<file path="src/rtl/keypad_pkg.sv">
// Shared types and helpers for the 4x4 matrix keypad scanner.
//   state_t    : scanner FSM states
//   KEY_LUT    : hex code for each (row, col) position
//   key_decode : row/col index -> 4-bit hex code
//   col_drive  : column index -> one-hot active-low column drive
package keypad_pkg;

  localparam int unsigned KP_ROWS = 4;
  localparam int unsigned KP_COLS = 4;
  localparam int unsigned IDX_W   = 2;
  localparam int unsigned KEY_W   = 4;

  typedef enum logic [1:0] {
    SCAN     = 2'd0,
    PRESS_DB = 2'd1,
    HELD     = 2'd2,
    REL_DB   = 2'd3
  } state_t;

  // Row-major key legend as printed on the keypad.
  localparam logic [KEY_W-1:0] KEY_LUT [0:KP_ROWS-1][0:KP_COLS-1] = '{
    '{4'h1, 4'h2, 4'h3, 4'hA},
    '{4'h4, 4'h5, 4'h6, 4'hB},
    '{4'h7, 4'h8, 4'h9, 4'hC},
    '{4'hE, 4'h0, 4'hF, 4'hD}
  };

  function automatic logic [KEY_W-1:0] key_decode(input logic [IDX_W-1:0] row_idx,
                                                  input logic [IDX_W-1:0] col_idx);
    return KEY_LUT[row_idx][col_idx];
  endfunction

  function automatic logic [KP_COLS-1:0] col_drive(input logic [IDX_W-1:0] col_idx);
    return ~(KP_COLS'(1) << col_idx);
  endfunction

endpackage

</file>
<file path="src/rtl/keypad_scanner_sync.sv">
// Multi-bit 2-FF synchronizer for quasi-static asynchronous inputs.
//   clk, reset_n : clock, synchronous active-low reset
//   d            : asynchronous input bus
//   q            : synchronized output bus (RESET_VAL after reset)
module keypad_scanner_sync #(
  parameter int unsigned       WIDTH     = 4,
  parameter logic [WIDTH-1:0] RESET_VAL = '1
) (
  input  logic             clk,
  input  logic             reset_n,
  input  logic [WIDTH-1:0] d,
  output logic [WIDTH-1:0] q
);

  logic [WIDTH-1:0] meta;

  always_ff @(posedge clk) begin
    if (!reset_n) begin
      meta <= RESET_VAL;
      q    <= RESET_VAL;
    end else begin
      meta <= d;
      q    <= meta;
    end
  end

endmodule

</file>
<file path="src/rtl/keypad_scanner.sv">
// 4x4 active-low matrix keypad scanner with press/release debounce.
//   clk, reset_n : clock, synchronous active-low reset
//   rows         : keypad rows, active low, asynchronous
//   cols         : one-hot active-low column drive
//   key          : hex code of the last accepted key
//   key_valid    : one-cycle pulse when key updates
//   key_held     : high while the accepted key remains pressed
module keypad_scanner
  import keypad_pkg::*;
#(
  parameter int unsigned SCAN_CYCLES    = 1000,
  parameter int unsigned DEBOUNCE_SCANS = 20
) (
  input  logic               clk,
  input  logic               reset_n,
  input  logic [KP_ROWS-1:0] rows,
  output logic [KP_COLS-1:0] cols,
  output logic [KEY_W-1:0]   key,
  output logic               key_valid,
  output logic               key_held
);

  localparam int unsigned DWELL_W = (SCAN_CYCLES > 2) ? $clog2(SCAN_CYCLES) : 1;
  localparam int unsigned DB_W    = $clog2(DEBOUNCE_SCANS + 1);

  logic [KP_ROWS-1:0] rows_s;

  state_t             state,     state_nxt;
  logic [DWELL_W-1:0] dwell_cnt;
  logic [IDX_W-1:0]   col_idx,   col_idx_nxt;
  logic [IDX_W-1:0]   row_idx,   row_idx_nxt;
  logic [DB_W-1:0]    db_cnt,    db_cnt_nxt;
  logic [KEY_W-1:0]   key_nxt;
  logic               key_valid_nxt;
  logic               key_held_nxt;

  logic               sample_pt;
  logic               any_low;
  logic [IDX_W-1:0]   low_row;
  logic               cap_low;
  logic               db_last;

  keypad_scanner_sync #(
    .WIDTH     (KP_ROWS),
    .RESET_VAL ({KP_ROWS{1'b1}})
  ) u_row_sync (
    .clk     (clk),
    .reset_n (reset_n),
    .d       (rows),
    .q       (rows_s)
  );

  // Free-running dwell counter; the last count of each dwell is the sample point.
  always_ff @(posedge clk) begin
    if (!reset_n) begin
      dwell_cnt <= '0;
    end else if (dwell_cnt == DWELL_W'(SCAN_CYCLES - 1)) begin
      dwell_cnt <= '0;
    end else begin
      dwell_cnt <= dwell_cnt + DWELL_W'(1);
    end
  end

  assign sample_pt = (dwell_cnt == DWELL_W'(SCAN_CYCLES - 1));
  assign any_low   = ~&rows_s;
  assign cap_low   = ~rows_s[row_idx];
  assign db_last   = (db_cnt == DB_W'(DEBOUNCE_SCANS - 1));

  // Lowest-numbered low row wins when several rows are pulled down.
  always_comb begin
    low_row = '0;
    for (int i = int'(KP_ROWS) - 1; i >= 0; i--) begin
      if (!rows_s[i]) begin
        low_row = IDX_W'(i);
      end
    end
  end

  // FSM state and datapath registers.
  always_ff @(posedge clk) begin
    if (!reset_n) begin
      state     <= SCAN;
      col_idx   <= '0;
      row_idx   <= '0;
      db_cnt    <= '0;
      cols      <= col_drive(IDX_W'(0));
      key       <= '0;
      key_valid <= 1'b0;
      key_held  <= 1'b0;
    end else begin
      state     <= state_nxt;
      col_idx   <= col_idx_nxt;
      row_idx   <= row_idx_nxt;
      db_cnt    <= db_cnt_nxt;
      cols      <= col_drive(col_idx_nxt);
      key       <= key_nxt;
      key_valid <= key_valid_nxt;
      key_held  <= key_held_nxt;
    end
  end

  // Next-state and output logic; rows are only evaluated at sample points.
  always_comb begin
    state_nxt     = state;
    col_idx_nxt   = col_idx;
    row_idx_nxt   = row_idx;
    db_cnt_nxt    = db_cnt;
    key_nxt       = key;
    key_valid_nxt = 1'b0;
    key_held_nxt  = key_held;

    case (state)
      SCAN: begin
        key_held_nxt = 1'b0;
        if (sample_pt) begin
          if (any_low) begin
            row_idx_nxt = low_row;
            if (DEBOUNCE_SCANS == 1) begin
              key_nxt       = key_decode(low_row, col_idx);
              key_valid_nxt = 1'b1;
              key_held_nxt  = 1'b1;
              db_cnt_nxt    = '0;
              state_nxt     = HELD;
            end else begin
              db_cnt_nxt = DB_W'(1);
              state_nxt  = PRESS_DB;
            end
          end else begin
            col_idx_nxt = col_idx + IDX_W'(1);
          end
        end
      end

      PRESS_DB: begin
        if (sample_pt) begin
          if (cap_low) begin
            if (db_last) begin
              key_nxt       = key_decode(row_idx, col_idx);
              key_valid_nxt = 1'b1;
              key_held_nxt  = 1'b1;
              db_cnt_nxt    = '0;
              state_nxt     = HELD;
            end else begin
              db_cnt_nxt = db_cnt + DB_W'(1);
            end
          end else begin
            // Bounce: drop the candidate and move on to the next column.
            db_cnt_nxt  = '0;
            col_idx_nxt = col_idx + IDX_W'(1);
            state_nxt   = SCAN;
          end
        end
      end

      HELD: begin
        key_held_nxt = 1'b1;
        if (sample_pt && !cap_low) begin
          if (DEBOUNCE_SCANS == 1) begin
            key_held_nxt = 1'b0;
            db_cnt_nxt   = '0;
            col_idx_nxt  = col_idx + IDX_W'(1);
            state_nxt    = SCAN;
          end else begin
            db_cnt_nxt = DB_W'(1);
            state_nxt  = REL_DB;
          end
        end
      end

      REL_DB: begin
        key_held_nxt = 1'b1;
        if (sample_pt) begin
          if (!cap_low) begin
            if (db_last) begin
              key_held_nxt = 1'b0;
              db_cnt_nxt   = '0;
              col_idx_nxt  = col_idx + IDX_W'(1);
              state_nxt    = SCAN;
            end else begin
              db_cnt_nxt = db_cnt + DB_W'(1);
            end
          end else begin
            // Release glitch: key is still down, no new pulse.
            db_cnt_nxt = '0;
            state_nxt  = HELD;
          end
        end
      end

      default: begin
        state_nxt = SCAN;
      end
    endcase
  end

endmodule

</file>
<file path="config.mk">
export PLATFORM = sky130hd
export DESIGN_NAME = keypad_scanner
export DESIGN_NICKNAME = d
export VERILOG_FILES = /design/src/rtl/keypad_pkg.sv /design/src/rtl/keypad_scanner_sync.sv /design/src/rtl/keypad_scanner.sv
export SDC_FILE = /design/constraint.sdc
export NUM_CORES = 1
export LEC_CHECK = 0
export CORE_MARGIN = 5
export CORE_UTILIZATION = 55
export DETAILED_ROUTE_END_ITERATION = 16
export GPL_TIMING_DRIVEN = 0
export PLACE_DENSITY = 0.76
export SLEW_MARGIN = 30
export SYNTH_ARGS = -nofsm -noshare
export SYNTH_HDL_FRONTEND = slang
export SYNTH_HIERARCHICAL = 1
export SYNTH_SLANG_ARGS = --single-unit
</file>
<file path="constraint.sdc">
create_clock -name clk -period 6.01 [get_ports clk]
set_clock_uncertainty 0.2 [all_clocks]
set_input_delay 1.202 -clock clk [delete_from_list [all_inputs] [get_ports clk]]
set_output_delay 1.202 -clock clk [all_outputs]
set_load 0.05 [all_outputs]
</file>
== After elaboration in Yosys (flattened, before gate mapping) ==
Index checks and enable logic that the tools add are counted.

* Bits in registers: 39
* Input port bits: 6
* Output and inout bits: 10
* Word-level logic and storage cells: 97

* Add/subtract/negate cells: 3
* Magnitude comparators: 3
* Equal/unequal tests: 14
* Shift operators: 1
* Multiplexer cells: 47
* Bitwise operators: 8
* Reductions and logical operators: 10

{| class="wikitable"
|+ Operator list
! cell !! number
|-
| two-way mux 2 bit || 20
|-
| two-way mux 5 bit || 8
|-
| binary-select mux 16 bit (select 2 bit) || 1
|-
| two-way mux 16 bit || 2
|-
| case mux 5 bit (4 select lines) || 1
|-
| inequality test 2 bit, second input constant || 7
|-
| adder 10 x 1 -> 10 bit, second input constant || 1
|-
| == test 10 bit, second input constant || 1
|-
| binary-select mux 4 bit (select 2 bit) || 1
|-
| two-way mux 1 bit || 8
|-
| two-way mux 4 bit || 2
|-
| case mux 2 bit (4 select lines) || 1
|-
| AND reduction 4 bit || 2
|-
| AND reduction 7 bit || 1
|-
| greater-or-equal comparator 3 bit, second input constant || 2
|-
| inequality test 3 bit, second input constant || 2
|-
| NOT 2 -> 3 bit || 2
|-
| case mux 2 bit (3 select lines) || 1
|-
| AND reduction 3 bit || 2
|-
| adder 5 x 1 -> 5 bit, second input constant || 1
|-
| == test 5 bit, second input constant || 1
|-
| NOT 1 bit || 5
|-
| AND reduction 5 bit || 1
|-
| == test 2 bit, second input constant || 2
|-
| other kinds (11) || 11
|}

== Logic depth before layout (Yosys ltp) ==
Gate-level depths: netlist of the first run.

* Word-level depth: 7
* Mapped depth: 8
* Mapped depth without buffers: 7

== Hierarchy ==
Netlist of the first run, hierarchy kept.

{| class="wikitable"
|+ Modules (own cells, without submodules)
! module !! instances !! cells each !! area each (um2) !! seq. area each (um2)
|-
| keypad_scanner || 1 || 195 || 1730.4 || 620.6
|-
| keypad_scanner_sync || 1 || 16 || 210.2 || 160.2
|}

== Worst setup path before layout of the first run ==
Ideal clock, no wire load.

* Kind: reg-to-reg
* Start point: reg row_idx[0]
* End point: reg cols[1]
* Library setup time: 0.134 ns
* Data arrival time: 1.945 ns
* Data required time: 5.676 ns
* Slack: 3.731 ns
* Cell stages (with the launch flop): 8
* Buffers on the path: 2
* Period minus slack after synthesis: 2.279 ns
* Path through: dfxtp_1 > buf_6 > mux4_2 > buf_6 > a41oi_2 > o21a_2 > a211oi_2 > or4_1

* Cells in the longest elaborated chain, start to end: 7
* Elaborated cells on any way between the ends: 9
* Classes of those cells: shift: 1; mux: 7; bitwise: 1

{| class="wikitable"
|+ RTL lines
! element !! line !! RTL
|-
| from (decl) || keypad_scanner.sv:31 || <nowiki>logic [IDX_W-1:0] row_idx, row_idx_nxt;</nowiki>
|-
| from (signal assigned) || keypad_scanner.sv:93 || <nowiki>row_idx <= row_idx_nxt;</nowiki>
|-
| binary-select mux 1 bit (select 2 bit) * || keypad_scanner.sv:66 || <nowiki>assign cap_low = ~rows_s[row_idx];</nowiki>
|-
| two-way mux 1 bit (implied by the code) * || keypad_scanner.sv:66 ||
|-
| two-way mux 2 bit, on equally long branches || keypad_scanner.sv:173, keypad_scanner.sv:136 ||
|-
| two-way mux 2 bit, on equally long branches || keypad_scanner.sv:172, keypad_scanner.sv:135 ||
|-
| case mux 2 bit (3 select lines) * || keypad_scanner.sv:112 || <nowiki>case (state)</nowiki>
|-
| left shift 1 x 2 -> 4 bit * || keypad_pkg.sv:34 || <nowiki>return ~(KP_COLS'(1) << col_idx);</nowiki>
|-
| NOT 4 bit * || keypad_pkg.sv:34 ||
|-
| to (signal assigned) || keypad_scanner.sv:86 || <nowiki>cols <= col_drive(IDX_W'(0));</nowiki>
|-
| to (signal assigned) || keypad_scanner.sv:95 || <nowiki>cols <= col_drive(col_idx_nxt);</nowiki>
|-
| to (decl) || keypad_scanner.sv:17 || <nowiki>output logic [KP_COLS-1:0] cols,</nowiki>
|}

Every way passes the cells marked *; elsewhere a longest branch is shown, timed or not. The select of a mux whose other input is x is not followed.
A chain may end at the register's enable or synchronous reset.

== Worst setup path in the final report of the first run ==
* Start point: reg key[0]
* End point: out key[0]

{| class="wikitable"
|+ RTL lines
! element !! line !! RTL
|-
| from (decl) || keypad_scanner.sv:18 || <nowiki>output logic [KEY_W-1:0] key,</nowiki>
|-
| from (signal assigned) || keypad_scanner.sv:96 || <nowiki>key <= key_nxt;</nowiki>
|}

No word-level cell between the ends.

==> PnR_summary.wiki, run 1 <==
{| class="wikitable"
! Metric !! Value
|-
| First-pass GRT wire length || 6.95 mm
|-
| Fraction of final layout cells sized beyond drive strength 1 || 0.107
|-
| Reg-to-reg startpoint || dwell_cnt[0]
|-
| Critical Setup Path Class || flop to output pin
|-
| Least-Margin Pin Slew || 0.541 ns
|-
| Worst slack after detailed placement || 2.92 ns
|-
| Crit-path leading delay family || buffers and inverters
|-
| Wirelength per Cell || 14.3 um
|-
| Unique masters post-synth || 57
|-
| Max Fclk || 336 MHz
|-
| Arrival time reported for the critical path endpoint || 1.57 ns
|-
| Global-route usage over all layers || 0.176
|-
| Latest clock arrival within the worst-skew pair || 0.35 ns
|-
| Effective utilization at floorplan || 0.573
|-
| Leading cell type in the layout, fill and taps excluded || dfxtp_1
|-
| Fill cell count || 283
|-
| Cell Count Post-Placement || 272
|-
| Number of vias per cell || 5.84
|-
| Largest net degree at the start of global routing || 14
|-
| Vias in the first global route || 1605
|-
| Critical path's largest stage delay || 0.85 ns
|-
| Floorplan Core Area || 0.00339 mm2
|-
| PortBufs || 15
|-
| Total Die Area || 0.00482 mm2
|-
| CP Launch Type || flop
|-
| Dominant cells by area after synthesis || dfxtp_1, ha_1, nor2_1, nand3_1, nand2b_1
|-
| Critical path peak fanout || 2
|-
| Critical hold path startpoint || u_row_sync/meta[0]
|-
| Clock tree from TritonCTS || yes
|-
| Count of routing violations after the opening detailed-route iteration || 109
|-
| Share of the synthesized area in the top cell type || 0.402
|-
| VDD IR-drop max || 0.128 mV
|-
| Fraction of registers with async set or reset after synthesis || 0
|-
| Final Util || 0.659
|-
| Number of max-cap violations || 0
|-
| Diode insertion count for antenna repair || 0
|-
| Sum of routed wire length over all layers || 4.00 mm
|-
| Crit path buf inv count || 1
|-
| Worst setup path startpoint || key[0]
|-
| Final setup slack of the worst path || 3.04 ns
|-
| Most frequent cells in the layout || dfxtp_1, nor2_1, clkdlybuf4s50_1
|-
| DRC violation count after routing || 0
|-
| Site Rows || 21
|-
| Setup violations, final || 0
|-
| Run status || finished clean
|-
| Final total power || 549 uW
|-
| Normalized max-slew margin || 0.638
|-
| Worst-case clock buffer depth || 2
|-
| Hold Crit Class || flop to flop
|-
| Tmin final || 2.97 ns
|-
| Dominant synthesized flop cell || dfxtp_1
|-
| Endpoints failing hold || 0
|-
| Unrepaired setup endpoints after global routing || no
|-
| Synthesis Warnings || 6
|-
| Horizontal extent of the die || 69.4 um
|-
| Leakage dissipation || 0.000850 uW
|-
| Worst EP required || 4.61 ns
|-
| Total number of vias || 1635
|-
| Number of antenna violations at the first check in global routing || 0
|-
| Count of antenna-violating nets left after detailed routing || 0
|-
| Mapped Cells || 211
|-
| List of cells traversed by the critical path || clkdlybuf4s50_1
|-
| Quantity of gates resized following cts || 0
|-
| Mean instance size in the synthesized netlist || 9.20 um2
|-
| First drt pass iteration count || 5
|-
| Synthesis-to-finish area growth || 15.2%
|-
| Die height || 69.4 um
|-
| Type of destination of the critical path || output pin
|-
| DP Wirelength || 2.94 mm
|-
| Summed instance area of the synthesized netlist || 0.00194 mm2
|-
| Final period util || 0.495
|-
| Sequential-to-total area share from yosys stat || 0.402
|-
| Synthesis-stage register bit count || 39
|-
| Number of ports placed on the die boundary || 16
|-
| Number of standard cells in the layout, taps in and fillers out || 280
|-
| Net count after synthesis || 223
|-
| Post-layout nets || 245
|-
| Clock Tree Root || clkbuf_4
|-
| Biggest area consumer among synthesized cells || dfxtp_1
|-
| Number of buffers inserted by post-CTS setup repair || 0
|-
| Number of enable-type register cells in the synthesized netlist || 0
|-
| Gr ovfl total || 0
|-
| Critical Path Slowest Stage Cell || clkdlybuf4s50_1
|-
| Number of buffers created by CTS || 5
|-
| Setup TNS || 0 ns
|-
| CTS Sinks || 39
|-
| Register clock-pin slew on the reported worst setup and hold paths || 0.12 ns
|-
| Htree depth || 2
|-
| Final weighted congestion of routability-driven global placement || 0.842
|-
| Count of hold buffers inserted by post-cts repair || 0
|-
| Areal power density over the cells || 246 mW/mm2
|-
| Final Max Tran Viols || 0
|}
==> routing by layer <==
layer | share of wire | wire length [um] | GRT usage | up-vias
li1 | - | - | - | 809
met1 | 0.44 | 1740 | 0.201 | 777
met2 | 0.48 | 1940 | 0.303 | 42
met3 | 0.058 | 230 | 0.0522 | 7
met4 | 0.022 | 87 | 0.0738 | 0
met5 | 0 | 0 | 0 | -
==> cells in the mapped netlist, drive strengths merged (5+ instances only) <==
cell type and n:
dfxtp 39, nor2 20, nand3 14, nand2 12, nand2b 11, a21oi 7, clkbuf 6, ha 6
inv 6, mux2i 6, o21ai 6, nor3 5, o21a 5, xor2 5
==> logic make-up after synthesis <==
family / count (synthesis) / synth area share
buf+inv: 16 / 0.0419
fa+ha+maj: 6 / 0.0387
xor+xnor: 9 / 0.0406
simple gates: 91 / 0.264
mux: 9 / 0.0542
compound gates: 41 / 0.158
flops: 39 / 0.402
==> report_power, final <==
group	internal (uW)	leakage [uW]	switching, uW	total, uW
combinational	37.6	0.000485	51.0	88.6
sequential	268	0.000317	9.46	277
clock	98.3	0.0000482	85.3	184
==> registers in the layout, summed over array words and instances, names as in the netlist, named ones only <==
| name | count |
|---|---|
| dwell_cnt | 10 |
| key | 4 |
| key_held | 1 |
| row_idx | 2 |
| key_valid | 1 |
| col_idx | 2 |
| cols | 4 |
| u_row_sync/q | 4 |
| u_row_sync/meta | 4 |
| db_cnt | 5 |
| state | 1 |
==> cell type report <==
| type | instances | area [um2] | area share |
|---|---|---|---|
| Tap cell | 46 | 57.6 | 0.0258 |
| Buffer | 10 | 58.8 | 0.0263 |
| Inverter | 6 | 22.5 | 0.0101 |
| Clock buffer | 6 | 51.3 | 0.0230 |
| Timing Repair Buffer | 15 | 150 | 0.0672 |
| Multi-Input combinational cell | 156 | 1080 | 0.483 |
| Sequential cell | 39 | 781 | 0.349 |
| Clock inverter | 2 | 35.0 | 0.0157 |
==> stage by stage <==
step,hold WS (ns),area (um2)
floorplan,0.186,1940
global placement,0.188,2150
detailed placement,0.193,2150
finish,0.219,2230
CTS,0.222,2230
global route,0.242,2230
==> worst paths after layout <==
path / slack (ns) / endpoint / cells after the start
hold reg to reg: 0.22 / u_row_sync/q[0] / 1
setup / recovery: 3.04 / key[0] / 1
setup reg to reg: 3.40 / flop / 8
hold / removal: 0.22 / u_row_sync/q[0] / 1
Power figures use the tool's default switching activity.
==> inputs of run 2 (changes only) <==
- clock period: 6.01 -> 3.1 ns (I/O delays scaled with it)
==> results of run 2 <==
The final DEF is identical to that of run 1. Status: finished clean.
Main changes from that run: setup slack after placement 2.92 ns -> 0.535 ns; setup slack after layout 3.04 ns -> 0.488 ns; start point of the critical path key[0] -> dwell_cnt[0]; register-to-register setup slack 3.40 ns -> 0.49 ns; total power 549 uW -> 1060 uW; worst IR drop on VDD 0.128 mV -> 0.248 mV
==> inputs of run 3 (changes only) <==
- CORE_UTILIZATION: 55 -> 51
- PLACE_DENSITY: 0.76 -> 0.74
- clock period: 3.1 -> 2.2 ns (I/O delays scaled with it)
==> run 3 against run 2 <==
Effect of this change:
- the flow now finishes with violations (negative setup slack)
- die area is 6.7% higher
- utilization is 3.4 points higher
- worst hold slack worse by 0.010 ns
- power rose by 46%
- global-route usage fell by 0.35 points
- sequential cell count is the same
- cell count grew 6.1%
- setup slack lost 0.56 ns
- sequential share of layout area is 2.8 points lower
- critical path type unchanged
==> PnR_summary.wiki, run 3 (same netlist as run 1, synthesis figures left out) <==
{| class="wikitable"
! Metric !! Value
|-
| Cell Count Post-Placement || 274 (+0.74%)
|-
| Critical path peak fanout || 7
|-
| Leakage dissipation || 0.000966 uW (+14%)
|-
| Count of hold buffers inserted by post-cts repair || 0 (unchanged)
|-
| Horizontal extent of the die || 71.7 um (+3.3%)
|-
| Leading cell type in the layout, fill and taps excluded || dfxtp_1
|-
| Run status || finished, violations left
|-
| Latest clock arrival within the worst-skew pair || 0.29 ns (-0.06 ns)
|-
| Htree depth || 2 (unchanged)
|-
| CTS Sinks || 39 (unchanged)
|-
| DP Wirelength || 2.78 mm (-5.2%)
|-
| Largest reg by FF count || dwell_cnt
|-
| Total number of vias || 1686 (+3.1%)
|-
| DRC violation count after routing || 0 (unchanged)
|-
| Least-Margin Pin Slew || 0.541 ns (-0.0000479 ns)
|-
| Setup violations, final || 5 (+5)
|-
| Flip-flop count of the largest register after layout || 10 (unchanged)
|-
| Number of ports placed on the die boundary || 16 (unchanged)
|-
| Gr busiest metal || met2
|-
| Synthesis-to-finish area growth || 30.8%
|-
| Global-route usage over all layers || 0.172 (-0.00353)
|-
| Hold Crit Class || flop to flop
|-
| Critical Setup Path Class || flop to flop
|-
| Cell Area, Placed || 0.00215 mm2 (+0.29%)
|-
| Count of antenna-violating nets left after detailed routing || 0 (unchanged)
|-
| Effective utilization at floorplan || 0.530 (-0.0425)
|-
| Most frequent cells in the layout || dfxtp_1, nor2_1, clkdlybuf4s50_1, buf_4, nand3_1
|-
| Number of antenna violations at the first check in global routing || 0 (unchanged)
|-
| Post-layout nets || 260 (+6.1%)
|-
| Number of buffers created by CTS || 5 (unchanged)
|-
| Areal power density over the cells || 611 mW/mm2
|-
| Global Route met2 Usage || 0.290 (-0.0132)
|-
| First-pass GRT wire length || 7.08 mm (+1.9%)
|-
| Max Fclk || 439 MHz
|-
| Largest registers || dwell_cnt (10), db_cnt (5)
|-
| Number of standard cells in the layout, taps in and fillers out || 297 (+6.1%)
|-
| Final Max Tran Viols || 0 (unchanged)
|-
| Vias in the first global route || 1597 (-0.50%)
|-
| Wirelength per Cell || 14.8 um (+3.5%)
|-
| Setup TNS || -0.193 ns (-0.193 ns)
|-
| Number of vias per cell || 5.68 (-2.8%)
|-
| Endpoints failing hold || 0 (unchanged)
|-
| Register clock-pin slew on the reported worst setup and hold paths || 0.07 ns (-0.05 ns)
|-
| Clock Tree Root || clkbuf_8
|-
| Die height || 71.7 um (+3.3%)
|-
| Count of routing violations after the opening detailed-route iteration || 118 (+8.3%)
|-
| Worst-case clock buffer depth || 2 (unchanged)
|-
| Site Rows || 22 (+4.8%)
|-
| Sum of routed wire length over all layers || 4.39 mm (+9.8%)
|-
| First drt pass iteration count || 5 (unchanged)
|-
| Total Die Area || 0.00514 mm2 (+6.7%)
|-
| List of cells traversed by the critical path || ha_2 > or2_2 > a222oi_1 > buf_4 > buf_6 > nand2_4 > o32ai_4
|-
| Final total power || 1550 uW
|-
| Post-route cell area || 0.00254 mm2 (+14%)
|-
| Fraction of final layout cells sized beyond drive strength 1 || 0.289 (+0.182)
|-
| Gr ovfl total || 0 (unchanged)
|-
| Final weighted congestion of routability-driven global placement || 0.885 (+5.2%)
|-
| Diode insertion count for antenna repair || 0 (unchanged)
|-
| VDD IR-drop max || 0.449 mV
|-
| Final setup slack of the worst path || -0.0757 ns
|-
| Critical path's largest stage delay || 0.39 ns
|-
| PortBufs || 15 (unchanged)
|-
| Final Util || 0.693 (+0.0342)
|-
| Final period util || 1.03
|-
| Violated checks || negative setup slack
|-
| CP Launch Type || flop
|-
| Largest net degree at the start of global routing || 14 (unchanged)
|-
| Met1 capacity usage during global routing || 0.204 (+0.00341)
|-
| Unrepaired setup endpoints after global routing || yes
|-
| Clock tree from TritonCTS || yes
|-
| Worst EP required || 2.20 ns
|-
| Normalized max-slew margin || 0.639 (+0.00116)
|-
| Number of max-cap violations || 0 (unchanged)
|-
| Floorplan Core Area || 0.00366 mm2 (+8.0%)
|-
| Met3 usage in global routing || 0.0505 (-0.00168)
|-
| Critical Path Slowest Stage Cell || a222oi_1
|-
| Fill cell count || 292 (+3.2%)
|-
| Register-to-register setup slack || -0.08 ns
|-
| Arrival time reported for the critical path endpoint || 2.28 ns
|-
| Type of destination of the critical path || flop
|-
| Tmin final || 2.28 ns
|}
-- run 3: cell types whose count changed in the layout (fill, tap and decap cells not counted), moves of 5 or more --
cell / before / now
dfxtp_4: 0 / 7
clkbuf_4: 5 / 0
dfxtp_1: 39 / 25
dfxtp_2: 0 / 7
buf_4: 1 / 15
ha_1: 6 / 1
-- run 3: area by class of cell --
cell class / instances / area, um2 / area share
Multi-Input combinational cell: 156 / 1220 / 0.481
Clock buffer: 6 / 72.6 / 0.0286
Tap cell: 48 / 60.1 / 0.0237
Timing Repair Buffer: 33 / 284 / 0.112
Buffer: 7 / 50.0 / 0.0197
Sequential cell: 39 / 816 / 0.321
Inverter: 6 / 22.5 / 0.00887
Clock inverter: 2 / 12.5 / 0.00493
-- run 3: timing repair --
item                                    4_1_cts  5_1_grt
buffers inserted                              7        9
cloned                                        2        0
pin swaps                                    13       13
resized for setup                            27       32
endpoints found under the setup margin       16       16
-- run 3: critical path, delay by kind of cell, from the launching register on --
kind / cells / cell delay, ns
buf+inv: 2 / 0.32
compound gates: 2 / 0.66
flops: 1 / 0.38
fa+ha+maj: 1 / 0.24
simple gates: 2 / 0.41
-- run 3: metrics by stage --
step                hold WS [ns]  worst slack, ns
floorplan                  0.186          -0.0198
global placement           0.187           -0.264
detailed placement         0.193           -0.263
CTS                        0.210          -0.0880
global route               0.239           -0.133
finish                     0.209          -0.0757
-- run 3: path summary, 6_finish.rpt --
kind / from / end / depth (start not counted)
worst min-delay path: u_row_sync/meta[0] / u_row_sync/q[0] / 1
worst max register to register: state[0] / db_cnt[3] / 7
worst min register to register: u_row_sync/meta[0] / u_row_sync/q[0] / 1
worst max-delay path: state[0] / db_cnt[3] / 7
-- run 3: power breakdown --
| part | leakage, uW | switching [uW] | internal, uW | total [uW] |
|---|---|---|---|---|
| logic | 0.000601 | 164 | 152 | 315 |
| registers | 0.000324 | 35.5 | 736 | 771 |
| clock network | 0.0000412 | 244 | 221 | 465 |
-- run 3: metal layers --
metal | part of all wire | vias up
met5 | 0 | -
met4 | 0.013 | 0
met3 | 0.044 | 7
met2 | 0.50 | 42
met1 | 0.45 | 799
li1 | - | 838
